### src/rtl/seq_det_ctrl.sv
// Serial pattern detector with a loadable pattern (up to MAXLEN bits), a saturating
// match counter and a sticky threshold irq. Define SEQ_DET_CTRL_OVERLAP_EN for overlapping detection.
module seq_det_ctrl #(
    parameter int MAXLEN     = 8,
    parameter int CNTW       = 8,
    parameter int IRQ_THRESH = 3
) (
    input  logic            clk,
    input  logic            rst,
    input  logic            cfg_load,
    input  logic            cfg_valid,
    input  logic            cfg_bit,
    input  logic            start,
    input  logic            stop,
    input  logic            in,
    input  logic            in_valid,
    output logic            out,
    output logic [CNTW-1:0] match_cnt,
    output logic            irq,
    output logic            busy,
    output logic [1:0]      state
);

    localparam int LW = $clog2(MAXLEN + 1);
    localparam logic [MAXLEN-1:0] RST_PAT = MAXLEN'(7'b1100111);
    localparam logic [LW-1:0]     RST_LEN = LW'(7);
    localparam logic [LW-1:0]     MAX_L   = LW'(MAXLEN);
    localparam logic [CNTW-1:0]   CNT_MAX = '1;
    localparam logic [CNTW-1:0]   THRESH  = CNTW'(IRQ_THRESH);

    typedef enum logic [1:0] {
        IDLE = 2'd0,
        CFG  = 2'd1,
        RUN  = 2'd2,
        DONE = 2'd3
    } state_t;

    state_t            cur_st, nxt_st;
    logic [MAXLEN-1:0] act_pat, act_pat_n, sh_pat, sh_pat_n, hist, hist_n;
    logic [LW-1:0]     act_len, act_len_n, sh_len, sh_len_n, fill, fill_n;
    logic [CNTW-1:0]   cnt, cnt_n;
    logic              irq_q, irq_n;

    logic [MAXLEN-1:0] window, mask;
    logic              fill_ok, hit;

    // Patterns are right-aligned: bit len-1 is the first expected bit, bit 0 the newest.
    always_comb begin
        window = {hist[MAXLEN-2:0], in};
        for (int i = 0; i < MAXLEN; i++) begin
            mask[i] = (i < int'(act_len));
        end
        fill_ok = ({1'b0, fill} + (LW+1)'(1)) >= {1'b0, act_len};
        hit     = (cur_st == RUN) && in_valid && fill_ok &&
                  (((window ^ act_pat) & mask) == '0);
    end

    always_comb begin
        // NOTE: every signal gets its hold value first, so no branch can leave one unassigned and infer a latch.
        nxt_st    = cur_st;
        act_pat_n = act_pat;
        act_len_n = act_len;
        sh_pat_n  = sh_pat;
        sh_len_n  = sh_len;
        hist_n    = hist;
        fill_n    = fill;
        cnt_n     = cnt;
        irq_n     = irq_q;

        unique case (cur_st)
            IDLE: begin
                if (stop) begin
                    nxt_st = IDLE;
                end else if (start) begin
                    nxt_st = RUN;
                    hist_n = '0;
                    fill_n = '0;
                    cnt_n  = '0;
                    irq_n  = 1'b0;
                end else if (cfg_load) begin
                    nxt_st   = CFG;
                    sh_pat_n = '0;
                    sh_len_n = '0;
                end
            end
            CFG: begin
                if (!cfg_load) begin
                    nxt_st = IDLE;
                    // Too-short patterns are dropped so the active pattern stays usable.
                    if (sh_len >= LW'(2)) begin
                        act_pat_n = sh_pat;
                        act_len_n = sh_len;
                    end
                end else if (cfg_valid) begin
                    sh_pat_n = {sh_pat[MAXLEN-2:0], cfg_bit};
                    sh_len_n = (sh_len == MAX_L) ? sh_len : sh_len + LW'(1);
                end
            end
            RUN: begin
                if (in_valid) begin
                    hist_n = window;
                    fill_n = (fill == MAX_L) ? fill : fill + LW'(1);
                end
                if (hit) begin
                    cnt_n = (cnt == CNT_MAX) ? cnt : cnt + CNTW'(1);
                    if (cnt_n == THRESH) begin
                        irq_n = 1'b1;
                    end
`ifdef SEQ_DET_CTRL_OVERLAP_EN
`else
                    hist_n = '0;
                    fill_n = '0;
`endif
                end
                if (stop) begin
                    nxt_st = IDLE;
                    hist_n = '0;
                    fill_n = '0;
                end else if (hit && (cnt_n == THRESH)) begin
                    nxt_st = DONE;
                end
            end
            DONE: begin
                if (stop) begin
                    nxt_st = IDLE;
                end else if (start) begin
                    nxt_st = RUN;
                    hist_n = '0;
                    fill_n = '0;
                    cnt_n  = '0;
                    irq_n  = 1'b0;
                end
            end
            default: nxt_st = IDLE;
        endcase
    end

    always_ff @(posedge clk or negedge rst) begin
        if (!rst) begin
            cur_st  <= IDLE;
            act_pat <= RST_PAT;
            act_len <= RST_LEN;
            sh_pat  <= '0;
            sh_len  <= '0;
            hist    <= '0;
            fill    <= '0;
            cnt     <= '0;
            irq_q   <= 1'b0;
        end else begin
            // NOTE: non-blocking assignments so every register samples pre-edge values.
            cur_st  <= nxt_st;
            act_pat <= act_pat_n;
            act_len <= act_len_n;
            sh_pat  <= sh_pat_n;
            sh_len  <= sh_len_n;
            hist    <= hist_n;
            fill    <= fill_n;
            cnt     <= cnt_n;
            irq_q   <= irq_n;
        end
    end

    assign out       = hit;
    assign match_cnt = cnt;
    assign irq       = irq_q;
    assign busy      = (cur_st == CFG) || (cur_st == RUN);
    assign state     = cur_st;

endmodule

### config.mk
export PLATFORM = sky130hd
export DESIGN_NAME = seq_det_ctrl
export DESIGN_NICKNAME = d
export VERILOG_FILES = /design/src/rtl/seq_det_ctrl.sv
export SDC_FILE = /design/constraint.sdc
export NUM_CORES = 1
export LEC_CHECK = 0
export ABC_AREA = 1
export ABC_CLOCK_PERIOD_IN_PS = 3100
export CAP_MARGIN = 15
export CORE_MARGIN = 2
export CORE_UTILIZATION = 56
export DETAILED_ROUTE_END_ITERATION = 7
export GPL_TIMING_DRIVEN = 1
export PLACE_DENSITY = 0.88
export RECOVER_POWER = 50
export SYNTH_ARGS = -nofsm -noshare
export SYNTH_HDL_FRONTEND = slang
export SYNTH_SLANG_ARGS = --single-unit
### constraint.sdc
create_clock -name clk -period 3.1 [get_ports clk]
set_clock_uncertainty 0.05 [all_clocks]
set_input_delay 0.31 -clock clk [delete_from_list [all_inputs] [get_ports clk]]
set_output_delay 0.31 -clock clk [all_outputs]
set_load 0.01 [all_outputs]
* Word-level counts from Yosys, hierarchy flattened
Index checks and enable logic that the tools add are counted.
Operators by class: add/sub/neg operators 4, order comparisons 10, eq/ne operators 24, mux-type cells 44, bitwise gates (word level) 3, reductions and logical operators 18
Operators by type and width (number):
- two-way mux 8 bit | 10
- two-way mux 4 bit | 12
- case mux 8 bit (2 select lines) | 2
- two-way mux 7 bit | 3
- inequality test 2 bit (second input constant) | 9
- equality test 8 x 2 -> 1 bit (second input constant) | 2
- < comparator 3 x 4 -> 1 bit (first input constant) | 4
- two-way mux 2 bit | 8
- case mux 4 bit (2 select lines) | 2
- case mux 7 bit (2 select lines) | 1
- inequality test 4 bit (second input constant) | 3
- AND reduction 5 bit | 2
- adder 4 x 1 -> 4 bit (second input constant) | 2
- adder 8 x 1 -> 8 bit (second input constant) | 1
- bitwise AND 8 bit | 1
- equality test 4 bit (second input constant) | 2
- equality test 8 bit (second input constant) | 1
- logical NOT 8 bit | 1
- < comparator 1 x 4 -> 1 bit (first input constant) | 2
- < comparator 2 x 4 -> 1 bit (first input constant) | 2
- case mux 2 bit (4 select lines) | 1
- AND reduction 4 bit | 2
- bitwise XOR 8 bit | 1
- AND reduction 7 bit | 1
- 18 further kinds | 28
Word-level totals: flip-flop bits (word level) 46, output and inout bits 13

* Depth between registers and ports, before layout
depth after elaboration 11, depth in mapped cells 19, depth with buffers taken out 19

* Worst setup path after synthesis
No wires, ideal clock.
path kind register to register, start point register fill[0], end point register cur_st[0] (netlist: state[0]), setup time 0.117 ns, arrival time 2.154 ns, required time 2.933 ns, setup slack 0.778 ns, cell stages (with the launch flop) 20, path through dfrtp_1 > ha_1 > xor2_1 > ha_1 > nand2_1 > nand2_1 > nand2_1 > nand2_1 > nor2_2 > nor2_8 > nand2_8 > nand2_1 > nand2_1 > nand2_1 > nor2_1 > nand2_1 > nand2_2 > nand2_2 > nand2_1 > nand2_1
On the way: cells in the longest elaborated chain, start to end 10
Ends and longest elaborated chain:
- from (decl) | line 40 | logic [LW-1:0] act_len, act_len_n, sh_len, sh_len_n, fill, fill_n;
- from (signal assigned) | line 157 | fill <= fill_n;
- adder 4 x 1 -> 5 bit * | line 53 | fill_ok = ({1'b0, fill} + (LW+1)'(1)) >= {1'b0, act_len};
- >= comparator 5 x 4 -> 1 bit * | line 53
- logical AND 1 bit * (2 in a row) | line 54 | hit = (cur_st == RUN) && in_valid && fill_ok &&
- two-way mux 8 bit | line 104 | if (hit) begin
- two-way mux 8 bit | line 70 | unique case (cur_st)
- equality test 8 x 2 -> 1 bit | line 119 | end else if (hit && (cnt_n == THRESH)) begin
- logical AND 1 bit * | line 119
- inequality test 3 x 2 -> 1 bit (no line) *
- AND reduction 4 bit (no line) *
- to (signal assigned) | line 151 | cur_st <= nxt_st;
- to (decl) | line 38 | state_t cur_st, nxt_st;
Every way passes the cells marked *; elsewhere a longest branch is shown, timed or not. The select of a mux whose other input is x is not followed. A chain may end at the register's enable or synchronous reset.

* Worst setup path in the final report
start point register fill[0], end point output port out
On the way: cells in the longest elaborated chain, start to end 4
Ends and longest elaborated chain:
- adder 4 x 1 -> 5 bit | line 53
- >= comparator 5 x 4 -> 1 bit | line 53
- logical AND 1 bit (2 in a row) | line 54
- to (decl) | line 17 | output logic out,
No other way between the ends.

==> summary.txt <==
Placement
  • Detailed placer's ending HPWL: 4520 um
  • Port bufs: 21
  • Placed cell area: 3220 um2
  • Routability cong.: 0.894

Global route
  • Congestion Overflow GR: 0
  • Initial antenna violation count: 0
  • Largest net degree at the start of global routing: 47
  • Tot GR Track Use: 22.2%
  • First-pass GRT wire length: 10600 um
  • Vias in the first global route: 2388

Power and ir drop
  • Pwr dens: 578 nW/um2
  • Tot Pwr: 1920 uW
  • Static Leakage: 0.00164 uW
  • VDD IR-drop max: 0.517 mV

Synth
  • Post-synth EDFFs: 0
  • Synth Register Bits: 46
  • Netlist cell types: 35
  • Mapped cell area: 2920 um2
  • Synth warnings: 0
  • Synthesized instance count: 375
  • Sequential cell area fraction in the yosys report: 39.7%
  • Mapped Avg Cell Area: 7.79 um2
  • Ys async rst share: 100%
  • Post-Syn Nets: 399
  • Main synth FF type: dfrtp_1

Status
  • Status: finished, violations left
  • Failing checks: max-capacitance violations, max-slew violations

Final layout
  • Antenna fix cells: 0
  • Fin area: 3330 um2
  • Most common cell after layout, fill and taps aside: nand2_1
  • Nets: 426
  • Layout area overhead: 14.0%
  • Most frequent cells in the layout: 90 x nand2_1, 51 x inv_1, 38 x dfrtp_1
  • Final core occ: 65.6%
  • Share of cells above drive strength 1: 15.9%

Setup path
  • Critical Path Start Type: flop
  • CP Data Arrival Time: 2.32 ns
  • WS Path Type: flop to output pin
  • Crit path cell chain: ha_2 -> xor2_1 -> ha_1 -> nand2_1 -> nand2_1 -> nand2_1 -> nand2_1 -> nor2_2 -> nor2_8 -> nand2_8 -> inv_2 -> dlymetal6s2s_1
  • Cell mode on critical path: nand2_1
  • Slowest-stage cell, CP: dfrtp_1
  • Critical path's largest stage delay: 0.41 ns
  • Worst-path fanout max: 10
  • Worst Path Required: 2.74 ns
  • Nature of the critical path endpoint: output pin

Floorplanning
  • Die Span X: 76.2 um
  • Die area: 5810 um2
  • Die height: 76.2 um
  • # rows: 26
  • I/O Pins: 22
  • Core area: 5070 um2
  • Starting density of the core: 57.6%

Job
  • Max-Cap Viols: 1

Timing
  • Hold Fails Final Rpt: 0
  • Fin crit period: 2.68 ns
  • Setup TNS: 0 ns
  • Final setup viols: 0
  • Worst Tran Pin Value: 2.34 ns
  • RSZ-0062 raised after global routing: false
  • Fmax achieved: 0.374 GHz
  • Tcrit/Tclk final: 86.4%
  • Slew Limit Fails: 47
  • Max_slew headroom: -55.9%

CTS
  • Clk Latency, worst-skew pair: 0.31 ns
  • Sink Count: 46
  • Bufs on Longest Clock Path: 2
  • TritonCTS clock tree: built
  • H-Tree Depth: 2
  • Num CTS Buffers: 5
  • Clk slew on worst S/H paths: 0.09 ns
  • Clock Tree Root: clkbuf_8
  • CTS Hold Bufs: 0

Detailed routing
  • Antenna-violating nets left: 0
  • Routed len/inst: 12.7 um
  • Drt initial violations: 106
  • TritonRoute pass-1 iters: 5
  • DR DRC count: 0
  • Vias/cell: 5.21
  • Post-Route WL: 5980 um
  • Via Count: 2466

Hold path
  • Min-delay worst type: flop to flop
## final timing paths
kind                                           from                     to  slack (ns)  cells past startpoint
worst min-delay path                irq$_DFFE_PN0P_        irq$_DFFE_PN0P_        0.43                      2
worst max-delay path            fill[0]$_DFFE_PN0P_                    out        0.42                     12
worst max register to register  fill[0]$_DFFE_PN0P_   state[0]$_DFFE_PN0P_        0.43                     19
max in group asynchronous                       rst   state[0]$_DFFE_PN0P_        1.03                      1
min in group asynchronous                       rst  sh_pat[3]$_DFFE_PN0P_        0.65                      1
worst min register to register      irq$_DFFE_PN0P_        irq$_DFFE_PN0P_        0.43                      2
## cells by family (layout without fill, tap and decap cells)
family	count (synthesis)	count (layout)	share of synthesized area, %
AND/OR/NAND/NOR	186	186	32.7
buffers and inverters	66	94	8.74
AO/OA/AOI/OAI	55	55	10.3
flip-flops	46	46	39.7
adder cells (fa/ha/maj)	15	15	6.42
XOR/XNOR	7	7	2.10
## metal layers
metal | part of all wire [%] | GRT usage [%] | up-vias
met1 | 43 | 28.2 | 1144
met4 | 1.3 | 7.64 | 0
met2 | 52 | 38.4 | 54
met5 | 0 | 0 | -
li1 | - | - | 1258
met3 | 3.4 | 4.03 | 10
## area by class of cell
cell class,count,area (um2)
clock buffers,5,68.8
inverters,60,230
well taps,70,87.6
multi-input cells,263,1520
fillers,440,1750
clock inverters,3,22.5
repair buffers,26,244
flip-flops and latches,46,1160
## Yosys cell counts (all sizes together), types with 2 or more instances
cell | count | area share [%]
a21oi | 6 | 1.0
a22oi | 2 | 0.51
buf | 2 | 0.34
clkbuf | 4 | 0.51
dfrtp | 38 | 33
dfstp | 8 | 7.2
ha | 15 | 6.4
inv | 59 | 7.6
nand2 | 102 | 15
nand3 | 42 | 9.3
nand4 | 4 | 1.1
nor2 | 33 | 6.6
nor3 | 2 | 0.34
o21ai | 38 | 6.5
o22ai | 5 | 1.1
xor2 | 7 | 2.1
## critical path, delay by kind of cell (launching register included)
| kind | cells | cell delay [ns] |
|---|---|---|
| xor gates and xnor gates | 1 | 0.23 |
| adders and majority gates | 2 | 0.53 |
| buffers and inverters | 2 | 0.21 |
| and+or+nand+nor | 7 | 0.63 |
| DFF | 1 | 0.41 |
## registers in the layout, summed over array words and instances, names as in the netlist
register,flops
fill,4
irq,1
act_pat,8
sh_pat,8
match_cnt,8
sh_len,4
state,2
hist,7
act_len,4
## timing repair
item	in CTS	in global routing
buffers inserted	0	2
resized for setup	0	2
gates cloned	0	0
pin swaps	1	1
hold endpoints to repair	0	0
setup endpoints to repair	1	1
## through the flow
step | hold slack, ns | setup WS [ns] | cells
6_report | 0.425 | 0.423 | 473
5_1_grt | 0.479 | 0.190 | 473
4_1_cts | 0.139 | 0.0191 | 471
3_5_place_dp | 0.416 | 0.345 | 463
3_3_place_gp | 0.405 | 0.449 | 463
2_1_floorplan | -0.0356 | 0.778 | 375
## where the power goes
| group | total [uW] | switching (uW) | internal [uW] |
|---|---|---|---|
| sequential | 734 | 66.5 | 668 |
| combinational | 805 | 532 | 273 |
| clock | 385 | 221 | 163 |
Note: power is estimated with default switching activity, not from simulation.
